File: src/rtl/approx_add_pkg.sv
// Shared types and elaboration helpers for the pipelined lower-part-OR approximate adder.
// Holds the per-transaction mode encoding, segment sizing and parameter legality checks.
package approx_add_pkg;

   typedef enum logic {
      MODE_EXACT  = 1'b0,
      MODE_APPROX = 1'b1
   } mode_t;

   localparam int MAX_WIDTH  = 64;
   localparam int MAX_STAGES = 4;

   // Bits per carry-chain segment; the last segment may carry zero padding.
   function automatic int seg_width(input int width, input int stages);
      return (width + stages - 1) / stages;
   endfunction

   // Low k bits of the approximate sum: plain OR of the operands, upper bits cleared.
   function automatic logic [MAX_WIDTH-1:0] loa_low(input logic [MAX_WIDTH-1:0] a,
                                                    input logic [MAX_WIDTH-1:0] b,
                                                    input int k);
      logic [MAX_WIDTH-1:0] mask;
      mask = '0;
      for (int i = 0; i < MAX_WIDTH; i++) begin
         mask[i] = (i < k);
      end
      return (a | b) & mask;
   endfunction

   function automatic bit params_ok(input int width, input int approx_lsb,
                                    input int stages, input int stat_w);
      return (width >= 2) && (width <= MAX_WIDTH) &&
             (approx_lsb >= 0) && (approx_lsb < width) &&
             (stages >= 1) && (stages <= MAX_STAGES) &&
             (stat_w >= 1);
   endfunction

endpackage

File: src/rtl/approx_add_seg.sv
// One carry-chain segment of the approximate adder plus its pipeline register.
// With ERR_STATS_EN defined, an exact shadow chain is computed and registered alongside.
module approx_add_seg
   import approx_add_pkg::*;
#(
   parameter int BASE  = 0,
   parameter int SEG_W = 4,
   parameter int PAD_W = 8,
   parameter int K     = 2
) (
   input  logic             clk,
   input  logic             rst_n,
   input  logic             en,
   input  logic             in_valid,
   input  mode_t            in_mode,
   input  logic [PAD_W-1:0] in_a,
   input  logic [PAD_W-1:0] in_b,
   input  logic [PAD_W-1:0] in_sum,
   input  logic             in_carry,
`ifdef ERR_STATS_EN
   input  logic [PAD_W-1:0] in_xsum,
   input  logic             in_xcarry,
   output logic [PAD_W-1:0] out_xsum,
   output logic             out_xcarry,
`endif
   output logic             out_valid,
   output mode_t            out_mode,
   output logic [PAD_W-1:0] out_a,
   output logic [PAD_W-1:0] out_b,
   output logic [PAD_W-1:0] out_sum,
   output logic             out_carry
);

   logic             approx;
   logic [SEG_W:0]   c;
   logic [SEG_W-1:0] s;
   logic [PAD_W-1:0] sum_next;

   logic             valid_reg;
   mode_t            mode_reg;
   logic [PAD_W-1:0] a_reg;
   logic [PAD_W-1:0] b_reg;
   logic [PAD_W-1:0] sum_reg;
   logic             carry_reg;

   assign approx = (in_mode == MODE_APPROX);
   assign c[0]   = in_carry;

   // Bits below K are OR-ed in approximate mode; only bit K-1 feeds a carry upward.
   for (genvar gi = 0; gi < SEG_W; gi++) begin : g_bit
      localparam int BIT = BASE + gi;
      logic ai;
      logic bi;
      logic maj;
      assign ai  = in_a[BIT];
      assign bi  = in_b[BIT];
      assign maj = (ai & bi) | (c[gi] & (ai ^ bi));
      if (BIT < K) begin : g_loa
         assign s[gi] = approx ? (ai | bi) : (ai ^ bi ^ c[gi]);
         if (BIT == K - 1) begin : g_top
            assign c[gi+1] = approx ? (ai & bi) : maj;
         end else begin : g_mid
            assign c[gi+1] = approx ? 1'b0 : maj;
         end
      end else begin : g_full
         assign s[gi]   = ai ^ bi ^ c[gi];
         assign c[gi+1] = maj;
      end
   end

   always_comb begin
      sum_next = in_sum;
      sum_next[BASE +: SEG_W] = s;
   end

   always_ff @(posedge clk or negedge rst_n) begin
      if (!rst_n) begin
         valid_reg <= 1'b0;
         mode_reg  <= MODE_EXACT;
         a_reg     <= '0;
         b_reg     <= '0;
         sum_reg   <= '0;
         carry_reg <= 1'b0;
      end else if (en) begin
         valid_reg <= in_valid;
         mode_reg  <= in_mode;
         a_reg     <= in_a;
         b_reg     <= in_b;
         sum_reg   <= sum_next;
         carry_reg <= c[SEG_W];
      end
   end

   assign out_valid = valid_reg;
   assign out_mode  = mode_reg;
   assign out_a     = a_reg;
   assign out_b     = b_reg;
   assign out_sum   = sum_reg;
   assign out_carry = carry_reg;

`ifdef ERR_STATS_EN
   logic [SEG_W:0]   xc;
   logic [SEG_W-1:0] xs;
   logic [PAD_W-1:0] xsum_next;
   logic [PAD_W-1:0] xsum_reg;
   logic             xcarry_reg;

   assign xc[0] = in_xcarry;

   for (genvar gi = 0; gi < SEG_W; gi++) begin : g_xbit
      localparam int BIT = BASE + gi;
      assign xs[gi]   = in_a[BIT] ^ in_b[BIT] ^ xc[gi];
      assign xc[gi+1] = (in_a[BIT] & in_b[BIT]) | (xc[gi] & (in_a[BIT] ^ in_b[BIT]));
   end

   always_comb begin
      xsum_next = in_xsum;
      xsum_next[BASE +: SEG_W] = xs;
   end

   always_ff @(posedge clk or negedge rst_n) begin
      if (!rst_n) begin
         xsum_reg   <= '0;
         xcarry_reg <= 1'b0;
      end else if (en) begin
         xsum_reg   <= xsum_next;
         xcarry_reg <= xc[SEG_W];
      end
   end

   assign out_xsum   = xsum_reg;
   assign out_xcarry = xcarry_reg;
`endif

endmodule

File: src/rtl/approx_add_pipe.sv
// Pipelined approximate adder (lower-part OR, exact upper carry chain) behind valid/ready.
// Define ERR_STATS_EN to enable the exact shadow adder and the err_cnt/err_max/err_sum counters.
module approx_add_pipe
   import approx_add_pkg::*;
#(
   parameter int WIDTH      = 8,
   parameter int APPROX_LSB = 2,
   parameter int STAGES     = 2,
   parameter int STAT_W     = 32
) (
   input  logic              clk,
   input  logic              rst_n,
   input  logic              in_valid,
   output logic              in_ready,
   input  logic [WIDTH-1:0]  in_a,
   input  logic [WIDTH-1:0]  in_b,
   input  logic              in_exact,
   output logic              out_valid,
   input  logic              out_ready,
   output logic [WIDTH:0]    out_sum,
   input  logic              stats_clr,
   output logic [STAT_W-1:0] err_cnt,
   output logic [WIDTH:0]    err_max,
   output logic [STAT_W-1:0] err_sum
);

   localparam int SEG_W = seg_width(WIDTH, STAGES);
   localparam int PAD_W = SEG_W * STAGES;

   if (!params_ok(WIDTH, APPROX_LSB, STAGES, STAT_W)) begin : g_cfg_check
      $error("approx_add_pipe: illegal parameter combination");
   end

   logic             stall;
   logic             en;
   logic             v_s   [0:STAGES];
   mode_t            m_s   [0:STAGES];
   logic [PAD_W-1:0] a_s   [0:STAGES];
   logic [PAD_W-1:0] b_s   [0:STAGES];
   logic [PAD_W-1:0] sum_s [0:STAGES];
   logic             c_s   [0:STAGES];
   logic [PAD_W:0]   tot;
   logic             unused_bits;

   // A held result freezes every stage; bubbles are not squeezed out.
   assign stall    = v_s[STAGES] & ~out_ready;
   assign en       = ~stall;
   assign in_ready = en;

   assign v_s[0]   = in_valid;
   assign m_s[0]   = in_exact ? MODE_EXACT : MODE_APPROX;
   assign a_s[0]   = PAD_W'(in_a);
   assign b_s[0]   = PAD_W'(in_b);
   assign sum_s[0] = '0;
   assign c_s[0]   = 1'b0;

`ifdef ERR_STATS_EN
   logic [PAD_W-1:0] xsum_s [0:STAGES];
   logic             xc_s   [0:STAGES];
   assign xsum_s[0] = '0;
   assign xc_s[0]   = 1'b0;
`endif

   for (genvar gi = 0; gi < STAGES; gi++) begin : g_stage
      approx_add_seg #(
         .BASE  (gi * SEG_W),
         .SEG_W (SEG_W),
         .PAD_W (PAD_W),
         .K     (APPROX_LSB)
      ) u_seg (
         .clk        (clk),
         .rst_n      (rst_n),
         .en         (en),
         .in_valid   (v_s[gi]),
         .in_mode    (m_s[gi]),
         .in_a       (a_s[gi]),
         .in_b       (b_s[gi]),
         .in_sum     (sum_s[gi]),
         .in_carry   (c_s[gi]),
`ifdef ERR_STATS_EN
         .in_xsum    (xsum_s[gi]),
         .in_xcarry  (xc_s[gi]),
         .out_xsum   (xsum_s[gi+1]),
         .out_xcarry (xc_s[gi+1]),
`endif
         .out_valid  (v_s[gi+1]),
         .out_mode   (m_s[gi+1]),
         .out_a      (a_s[gi+1]),
         .out_b      (b_s[gi+1]),
         .out_sum    (sum_s[gi+1]),
         .out_carry  (c_s[gi+1])
      );
   end

   // Zero padding above WIDTH lets the final carry ripple into bit WIDTH.
   assign tot       = {c_s[STAGES], sum_s[STAGES]};
   assign out_sum   = tot[WIDTH:0];
   assign out_valid = v_s[STAGES];

`ifdef ERR_STATS_EN
   localparam int ACC_W = ((STAT_W > WIDTH + 1) ? STAT_W : WIDTH + 1) + 1;

   logic [PAD_W:0]    xtot;
   logic [WIDTH:0]    exact_sum;
   logic              upd;
   logic [WIDTH:0]    abs_err;
   logic [ACC_W-1:0]  sum_wide;
   logic [STAT_W-1:0] err_cnt_reg, err_cnt_next;
   logic [WIDTH:0]    err_max_reg, err_max_next;
   logic [STAT_W-1:0] err_sum_reg, err_sum_next;

   assign xtot      = {xc_s[STAGES], xsum_s[STAGES]};
   assign exact_sum = xtot[WIDTH:0];
   assign upd       = out_valid & out_ready & (m_s[STAGES] == MODE_APPROX);
   assign abs_err   = (out_sum > exact_sum) ? (out_sum - exact_sum) : (exact_sum - out_sum);
   assign sum_wide  = ACC_W'(err_sum_reg) + ACC_W'(abs_err);

   always_comb begin
      err_cnt_next = err_cnt_reg;
      err_max_next = err_max_reg;
      err_sum_next = err_sum_reg;
      if (stats_clr) begin
         err_cnt_next = '0;
         err_max_next = '0;
         err_sum_next = '0;
      end else if (upd) begin
         if ((abs_err != '0) && (err_cnt_reg != {STAT_W{1'b1}})) begin
            err_cnt_next = err_cnt_reg + 1'b1;
         end
         if (abs_err > err_max_reg) begin
            err_max_next = abs_err;
         end
         if (sum_wide > ACC_W'({STAT_W{1'b1}})) begin
            err_sum_next = {STAT_W{1'b1}};
         end else begin
            err_sum_next = sum_wide[STAT_W-1:0];
         end
      end
   end

   always_ff @(posedge clk or negedge rst_n) begin
      if (!rst_n) begin
         err_cnt_reg <= '0;
         err_max_reg <= '0;
         err_sum_reg <= '0;
      end else begin
         err_cnt_reg <= err_cnt_next;
         err_max_reg <= err_max_next;
         err_sum_reg <= err_sum_next;
      end
   end

   assign err_cnt = err_cnt_reg;
   assign err_max = err_max_reg;
   assign err_sum = err_sum_reg;

   assign unused_bits = ^{tot, xtot, a_s[STAGES], b_s[STAGES]};
`else
   assign err_cnt = '0;
   assign err_max = '0;
   assign err_sum = '0;

   assign unused_bits = ^{tot, a_s[STAGES], b_s[STAGES], m_s[STAGES], stats_clr};
`endif

endmodule

File: config.mk
export PLATFORM = sky130hd
export DESIGN_NAME = approx_add_pipe
export DESIGN_NICKNAME = d
export VERILOG_FILES = /design/src/rtl/approx_add_pkg.sv /design/src/rtl/approx_add_seg.sv /design/src/rtl/approx_add_pipe.sv
export SDC_FILE = /design/constraint.sdc
export NUM_CORES = 1
export LEC_CHECK = 0
export ABC_AREA = 1
export BUFFER_PORTS_ARGS = -buffer_cell sky130_fd_sc_hd__buf_2
export CAP_MARGIN = 20
export CORE_ASPECT_RATIO = 0.5
export CORE_MARGIN = 8
export CORE_UTILIZATION = 40
export CTS_CLUSTER_DIAMETER = 200
export CTS_CLUSTER_SIZE = 30
export DETAILED_ROUTE_END_ITERATION = 12
export PLACE_DENSITY = 0.83
export SETUP_SLACK_MARGIN = 0.15
export SLEW_MARGIN = 0
export SYNTH_ARGS = -nofsm -noshare
export SYNTH_HDL_FRONTEND = slang
export SYNTH_SLANG_ARGS = --single-unit
export TNS_END_PERCENT = 100
File: constraint.sdc
create_clock -name clk -period 2.55 [get_ports clk]
set_input_delay 0.3825 -clock clk [delete_from_list [all_inputs] [get_ports clk]]
set_output_delay 0.3825 -clock clk [all_outputs]
set_load 0.01 [all_outputs]
==> results of run 1 <==
==> where the power goes <==
group          internal [W]  total, W  leakage (nW)  switching (W)
Combinational      0.000109  0.000323         0.719       0.000214
Clock              0.000138  0.000249        0.0288       0.000112
Sequential         0.000464  0.000507         0.287      0.0000423
Total              0.000711   0.00108          1.03       0.000368
==> worst max-delay path, cell delays in order (launching register included) <==
cell and delay, ps:
dfrtp_1 370, inv_1 80, fa_1 180, inv_1 60, fa_1 390, fa_1 370, inv_1 70, fa_1 410
o21ai_0 160
==> cells in the final DEF (no fill, tap or decap), drive strengths merged <==
cell type	instances
conb	73
buf	31
ha	4
fa	7
nand3	2
dfrtp	24
nand2	53
o21ai	12
inv	22
nor2	1
clkbuf	4
==> area by class of cell <==
type                       count  area [um^2]  share of cell area [%]
timing repair buffer          31          155                    9.06
tap                           57         71.3                    4.17
multi-input combinational    152          747                    43.6
inverter                      22         82.6                    4.82
sequential                    24          601                    35.1
clock buffer                   4         55.1                    3.22
==> flip-flops by register name, indices dropped and copies added (netlist names) <==
signal,flops
g_stage.u_seg.out_sum,12
g_stage.u_seg.out_a,4
g_stage.u_seg.out_b,4
g_stage.u_seg.out_carry,2
g_stage.u_seg.out_valid,2
==> per-stage QoR <==
| step | setup WS (ps) | instances | util (%) | hold slack (ps) |
|---|---|---|---|---|
| 6_report | 368 | 290 | 39.8 | 85.5 |
| 5_1_grt | 279 | 290 | 39.8 | 128 |
| 4_1_cts | 341 | 290 | 39.8 | 101 |
| 3_5_place_dp | 129 | 286 | 38.6 | 395 |
| 3_3_place_gp | 222 | 286 | 38.6 | 377 |
| 2_1_floorplan | 412 | 276 | - | 86.9 |
==> metal layers <==
layer / up-vias / share of wire, %
li1: 511 / -
met1: 485 / 38
met2: 57 / 54
met3: 7 / 6.2
met4: 0 / 2.2
met5: - / 0
==> path summary, 6_finish.rpt <==
check                                              end  cells past startpoint
setup / recovery           g_stage[1].u_seg.out_sum[7]                      8
hold / removal              g_stage[1].u_seg.out_valid                      1
setup reg to reg           g_stage[1].u_seg.out_sum[7]                      8
hold reg to reg             g_stage[1].u_seg.out_valid                      2
max in group asynchronous    g_stage[0].u_seg.out_a[5]                      1
min in group clk             g_stage[0].u_seg.out_a[6]                      3
==> cell families after synthesis <==
| group | share of synthesized area [%] |
|---|---|
| compound gates | 3.44 |
| fa+ha+maj | 10.9 |
| buf+inv | 38.3 |
| flops | 34.4 |
| other cells | 0.215 |
| simple gates | 12.8 |
==> flow_summary_export.csv, run 1 <==
group,metric,value,unit
outcome,status,"complete, no violations",
global_route,met3_usage,2.06,%
floorplanning,start_util,40.6,%
cts,postCtsSetupBuffers,0,
synth,yosys.area.top_type,"dfrtp_1",
routing,finalWirelength,3110,um
cts,cts_buffers,3,
routing,drt_iter0_markers,25,
pwr,powerDensity,630,mW/mm^2
setup_path,required,2740,ps
routing,vias,1060,
synth,synthCells,204,
timing,finalCriticalPeriod,2180,ps
pwr,power.total,0.00108,W
synth,ys_seq_elements,24,
global_route,gr-usage-met1,8.80,%
timing,hold_viol,0,
pwr,p_leak,1.03,nW
flow_run,drv_cap,0,
routing,ant_nets,0,
timing,slew_headroom,65.0,%
floorplanning,die_h,62.7,um
cts,ctsResizeCount,0,
floorplanning,num_rows,17,
synth,yosysTopAreaCellShare,34.4,%
setup_path,critPathKind,"reg2reg",
finish,nets,267,
synth,synth.avg_cell_area,8.56,um^2
cts,hold_buffers,0,
cts,clockBufferDepth,2,
synth,synth-edff-count,0,
routing,drcViolationCount,0,
setup_path,path_max_fanout,2,
timing,setup_tns,0,ps
routing,wl_per_cell,10.7,um
synth,ys_warn_count,0,
setup_path,arrival,2370,ps
setup_path,endpoint_kind,"flop",
finish,diodes,0,
cts,cts-root-buf,"clkbuf_8",
global_route,use_met2,17.9,%
min_path,hold_path_class,"in2async",
timing,slew_viol_final,0,
floorplanning,die-area,0.00686,mm^2
cts,cts.clk_slew.worst_paths,80,ps
timing,finalCritPeriodShare,85.6,%
routing,drt-vias-per-instance,3.66,
timing,worst_pin_slew,526,ps
place,place_area,0.00166,mm^2
pwr,peakVddDrop,0.268,mV
global_route,grt_pass1_wl,5210,um
synth,yosys-top-cells-area,"dfrtp_1, buf_4, nand2_1, fa_1, inv_1",
global_route,top_usage_layer,"met2",
global_route,grt_max_degree,26,
global_route,overflow,0,
setup_path,start_kind,"flop",
timing,fin_skew,1.81,ps
synth,ys_top_cells_by_count,"buf_4, nand2_1, dfrtp_1",
setup_path,critPathLaunch,"g_stage[0].u_seg.out_b[4]",
finish,final_area,0.00171,mm^2
finish,post_route_cells_drive_above_1_share,16.3,%
cts,clock_latency,260,ps
synth,synth-async-reset-ratio,100,%
floorplanning,ios,106,
global_route,grt_antenna_before_repair,0,
synth,ys_seq_area_share,34.4,%
place,port_buffers,31,
routing,first_pass_iters,4,
floorplanning,die_width,109,um
floorplanning,core,0.00430,mm^2
place,hpwl,2620,um
cts,cts_tree,"built",
place,gp_congestion,0.688,
synth,synth.most_common_cell,"buf_4",
timing,rsz0062_at_grt,"no",
cts,cts_sinks,24,
setup_path,reg2reg_setup_slack,370,ps
finish,syn2layout_area_growth,-1.94,%
timing,setup_violations,0,
synth,syn-cell-area,0.00175,mm^2
synth,synthFlopType,"dfrtp_1",
cts,htreeDepth,1,
finish,fillers,465,
synth,synth_cell_type_count,13,
timing,max_freq,458,MHz
global_route,gr-usage-all-layers,9.25,%
global_route,grt_pass1_vias,1266,
setup_path,timing.rr.start,"g_stage[0].u_seg.out_b[4]",
No activity file was read; power rests on OpenSTA's default activity.
==> run 2: changes to the inputs <==
--- a/config.mk
+++ b/config.mk
@@ -14,10 +14,11 @@
 export CTS_CLUSTER_DIAMETER = 200
 export CTS_CLUSTER_SIZE = 30
 export DETAILED_ROUTE_END_ITERATION = 12
-export PLACE_DENSITY = 0.83
+export PLACE_DENSITY = 0.74
 export SETUP_SLACK_MARGIN = 0.15
 export SLEW_MARGIN = 0
 export SYNTH_ARGS = -nofsm -noshare
 export SYNTH_HDL_FRONTEND = slang
+export SYNTH_HIERARCHICAL = 1
 export SYNTH_SLANG_ARGS = --single-unit
 export TNS_END_PERCENT = 100
==> flow_summary_export.csv, run 2 <==
group,metric,value,unit
setup_path,endpoint_kind,"flop",
setup_path,reg2reg_depth,10,
timing,slew_headroom,65.5,%
global_route,use_met2,16.7,%
finish,multiInputGateArea,790,um^2
global_route,grt_pass1_wl,5420,um
finish,syn2layout_area_growth,-5.73,%
floorplanning,core,0.00447,mm^2
place,gp_congestion,0.770,
floorplanning,ios,106,
pwr,peakVddDrop,0.202,mV
cts,cts_sinks,24,
finish,largest_reg_flops,12,
global_route,gr-usage-all-layers,8.85,%
setup_path,start_kind,"flop",
outcome,status,"complete, no violations",
cts,cts_tree,"built",
global_route,gr-usage-met1,9.38,%
floorplanning,die_width,113,um
finish,diodes,0,
setup_path,critPathKind,"reg2reg",
setup_path,arrival,2340,ps
timing,holdWs,84.3,ps
pwr,powerDensity,657,mW/mm^2
finish,ff_latch_area,601,um^2
routing,vias,1130,
routing,drt_iter0_markers,25,
pwr,power.switching,0.000433,W
min_path,hold_path_class,"in2async",
timing,slew_viol_final,0,
flow_run,drv_cap,0,
place,hpwl,2760,um
setup_path,reg2reg_setup_slack,410,ps
floorplanning,num_rows,17,
timing,fin_skew,0.562,ps
setup_path,reg2reg_to,"g_stage[1].u_seg/out_sum[7]",
routing,drt-vias-per-instance,3.72,
cts,cts.clk_slew.worst_paths,80,ps
finish,post_route_cells_drive_above_1_share,16.6,%
cts,postCtsSetupBuffers,0,
finish,final_common_cell,"conb_1",
global_route,grt_max_degree,25,
timing,finalCritPeriodShare,83.8,%
finish,fin_cells,304,
synth,syn-cell-area,0.00188,mm^2
finish,fillers,467,
floorplanning,start_util,42.0,%
cts,clock_latency,260,ps
routing,finalWirelength,3240,um
cts,cts_buffers,3,
setup_path,required,2760,ps
setup_path,path_max_fanout,2,
pwr,p_seq_share,46.6,%
synth,synthCells,222,
timing,setup_tns,0,ps
cts,htreeDepth,1,
cts,hold_buffers,0,
pwr,share_comb_of_total_power,34.8,%
finish,layout_common_cells,"conb_1, nand2_1, buf_2",
global_route,met3_usage,1.75,%
setup_path,timing.rr.start,"g_stage[0].u_seg/out_a[4]",
routing,ant_nets,0,
finish,nets,282,
floorplanning,die-area,0.00728,mm^2
timing,setup_violations,0,
pwr,p_leak,1.10,nW
cts,clockBufferDepth,2,
routing,wl_per_cell,10.7,um
place,dp_cells,301,
cts,cts-root-buf,"clkbuf_8",
pwr,power.total,0.00116,W
timing,rsz0062_at_grt,"no",
global_route,grt_pass1_vias,1331,
global_route,grt_antenna_before_repair,0,
routing,drcViolationCount,0,
cts,ctsResizeCount,0,
global_route,top_usage_layer,"met2",
global_route,overflow,0,
floorplanning,die_h,64.5,um
finish,final_core_util,39.6,%
pwr,p_int,0.000730,W
timing,finalCriticalPeriod,2140,ps
routing,first_pass_iters,3,
timing,worst_pin_slew,516,ps
timing,hold_viol,0,
place,port_buffers,31,
synth,synth.avg_cell_area,8.46,um^2
pwr,clkPwrFrac,18.6,%
synth,ys_warn_count,6,
timing,max_freq,468,MHz
pwr,switching_share,37.2,%
==> run 2: power groups by stage <==
stage	sequential (W)	combinational (W)	clock, W
finish	0.000542	0.000404	0.000216
CTS	0.000543	0.000408	0.000227
global placement	0.000543	0.000394	0
floorplan	0.000568	0.000375	0
detailed placement	0.000550	0.000407	0
global route	0.000556	0.000472	0.000237
==> run 2: worst max-delay path, cell delays in order, from the launching register on <==
cell and delay (ps):
dfrtp_1 380, inv_1 80, fa_1 170, inv_1 50, fa_1 370, fa_1 390, inv_1 80, fa_1 400
inv_1 60, nand2_1 40, nand2_1 60
==> run 2: worst max-delay path by stage <==
stage | slack, ps | cells after the start | endpoint | start
floorplan | 390 | 10 | g_stage[0].u_seg/out_sum[3] | in_a[0]
global placement | 230 | 11 | g_stage[0].u_seg/out_sum[3] | in_a[0]
detailed placement | 180 | 11 | g_stage[0].u_seg/out_sum[3] | in_a[0]
CTS | 410 | 10 | g_stage[1].u_seg/out_sum[7] | g_stage[0].u_seg/out_a[4]
global route | 280 | 10 | g_stage[1].u_seg/out_sum[7] | g_stage[0].u_seg/out_a[4]
finish | 410 | 10 | g_stage[1].u_seg/out_sum[7] | g_stage[0].u_seg/out_a[4]
==> run 2: layout make-up <==
| class | instances | area share, % |
|---|---|---|
| Timing Repair Buffer | 32 | 9.19 |
| Multi-Input combinational cell | 164 | 44.6 |
| Tap cell | 57 | 4.03 |
| Sequential cell | 24 | 33.9 |
| Clock buffer | 3 | 2.33 |
| Inverter | 24 | 5.94 |
==> run 2: per-stage QoR <==
stage	setup slack, ps	cell area (um^2)
6_report	414	1770
5_1_grt	276	1770
4_1_cts	411	1770
3_5_place_dp	176	1730
3_3_place_gp	228	1730
2_1_floorplan	386	2150
==> run 2: routing by layer <==
| metal | vias up | share of wire (%) |
|---|---|---|
| li1 | 541 | - |
| met1 | 518 | 41 |
| met2 | 64 | 50 |
| met3 | 7 | 6.1 |
| met4 | 0 | 2.1 |
| met5 | - | 0 |
==> run 3: changes to the inputs <==
--- a/config.mk
+++ b/config.mk
@@ -5,7 +5,7 @@
 export SDC_FILE = /design/constraint.sdc
 export NUM_CORES = 1
 export LEC_CHECK = 0
-export ABC_AREA = 1
+export ABC_AREA = 0
 export BUFFER_PORTS_ARGS = -buffer_cell sky130_fd_sc_hd__buf_2
 export CAP_MARGIN = 20
 export CORE_ASPECT_RATIO = 0.5
==> constraint.sdc (replaced) <==
create_clock -name clk -period 2 [get_ports clk]
set_input_delay 0.3 -clock clk [delete_from_list [all_inputs] [get_ports clk]]
set_output_delay 0.3 -clock clk [all_outputs]
set_load 0.01 [all_outputs]
==> flow_summary_export.csv, run 3 <==
group,metric,value,unit
synth,syn-cell-area,0.00188,mm^2
finish,layout_common_cells,"conb_1, buf_2, dfrtp_1",
global_route,grt_pass1_wl,4970,um
routing,drt-vias-per-instance,3.55,
setup_path,critPathLaunch,"in_a[0]",
floorplanning,core,0.00447,mm^2
outcome,status,"finished, violations left",
min_path,hold_path_class,"in2async",
timing,worst_pin_slew,524,ps
routing,drt_iter0_markers,7,
place,place_area,0.00180,mm^2
global_route,grt_max_degree,26,
setup_path,timing.rr.start,"g_stage[0].u_seg/out_b[4]",
setup_path,path_max_fanout,2,
floorplanning,start_util,42.0,%
setup_path,start_kind,"primary input",
cts,clockBufferDepth,2,
cts,clock_latency,260,ps
synth,synthCells,168,
finish,syn2layout_area_growth,0.400,%
place,hpwl,2620,um
cts,htreeDepth,1,
place,gp_congestion,0.635,
synth,synth.avg_cell_area,11.2,um^2
floorplanning,die-area,0.00728,mm^2
timing,slew_viol_final,0,
global_route,gr-usage-all-layers,8.21,%
finish,final_core_util,42.2,%
floorplanning,die_h,64.5,um
floorplanning,die_width,113,um
setup_path,arrival,2260,ps
floorplanning,num_rows,17,
cts,cts_sinks,24,
cts,cts_tree,"built",
finish,largest_reg_flops,12,
timing,fin_skew,1.98,ps
timing,hold_viol,0,
global_route,grt_pass1_vias,1139,
cts,cts_buffers,3,
flow_run,drv_cap,0,
finish,final_common_cell,"conb_1",
timing,finalCritPeriodShare,104,%
synth,ys_warn_count,6,
finish,nets,235,
finish,final_area,0.00189,mm^2
timing,rsz0062_at_grt,"yes",
pwr,powerDensity,841,mW/mm^2
finish,post_route_cells_drive_above_1_share,36.8,%
routing,drcViolationCount,0,
outcome,violations,"setup timing",
global_route,grt_antenna_before_repair,0,
routing,vias,915,
timing,slew_headroom,65.1,%
pwr,peakVddDrop,0.291,mV
setup_path,required,2190,ps
cts,cts-root-buf,"clkbuf_8",
place,port_buffers,31,
finish,diodes,0,
global_route,overflow,0,
setup_path,critPathKind,"in2reg",
cts,hold_buffers,0,
floorplanning,ios,106,
routing,wl_per_cell,11.9,um
routing,finalWirelength,3070,um
timing,worst_slack,-72.3,ps
timing,finalCriticalPeriod,2070,ps
timing,setup_violations,2,
timing,max_freq,483,MHz
routing,first_pass_iters,2,
routing,ant_nets,0,
cts,cts.clk_slew.worst_paths,80,ps
pwr,p_leak,1.07,nW
setup_path,endpoint_kind,"flop",
==> run 3: power by group <==
group	switching, W	internal (W)	total, W
registers	0.0000712	0.000617	0.000688
logic	0.000297	0.000284	0.000581
clock network	0.000142	0.000175	0.000318
==> run 3: repair_timing <==
item,CTS,global route
setup endpoints to repair,6,5
setup buffers,0,1
pin swaps,2,0
gates resized for setup,8,1
==> run 3: cell type report <==
cell class | instances | area [um^2]
clock buffers | 4 | 55.1
fillers | 436 | 2580
repair buffers | 36 | 221
multi-input cells | 116 | 843
flip-flops and latches | 24 | 601
well taps | 57 | 71.3
inverters | 21 | 93.8
==> run 3: per-layer routing <==
layer  global-route usage, %  wire (um)
met5                       0          0
met4                    3.45         27
met3                    1.66        138
met2                    16.1       1660
met1                    8.54       1250
==> run 3: path summary, 6_finish.rpt <==
check	cells after the start	slack [ps]	endpoint
worst max-delay path	10	-70	g_stage[0].u_seg/out_sum[3]
worst min-delay path	1	10	g_stage[0].u_seg/out_b[7]
worst max register to register	8	-30	g_stage[1].u_seg/out_sum[7]
worst min register to register	1	510	g_stage[1].u_seg/out_sum[1]
max in group asynchronous	1	1640	g_stage[0].u_seg/out_valid
min in group clk	2	270	g_stage[0].u_seg/out_a[5]
==> run 3: stage by stage <==
step           total power [W]  TNS, ps  instances  worst slack (ps)  hold WS (ps)
2_1_floorplan          0.00125     -136        241              -136          4.41
3_3_place_gp           0.00125     -599        253              -331           302
3_5_place_dp           0.00127     -866        253              -433           304
4_1_cts                0.00160     -115        257             -62.0          20.9
5_1_grt                0.00171     -250        258              -136          43.8
6_report               0.00159     -107        258             -72.3          9.99
==> run 3: critical path: stages <==
cell and delay, ps:
buf_8 110, inv_12 40, fa_2 200, nor2_2 50
fa_2 320, mux2_4 280, fa_2 330, inv_2 60
fa_2 420, mux2i_1 130
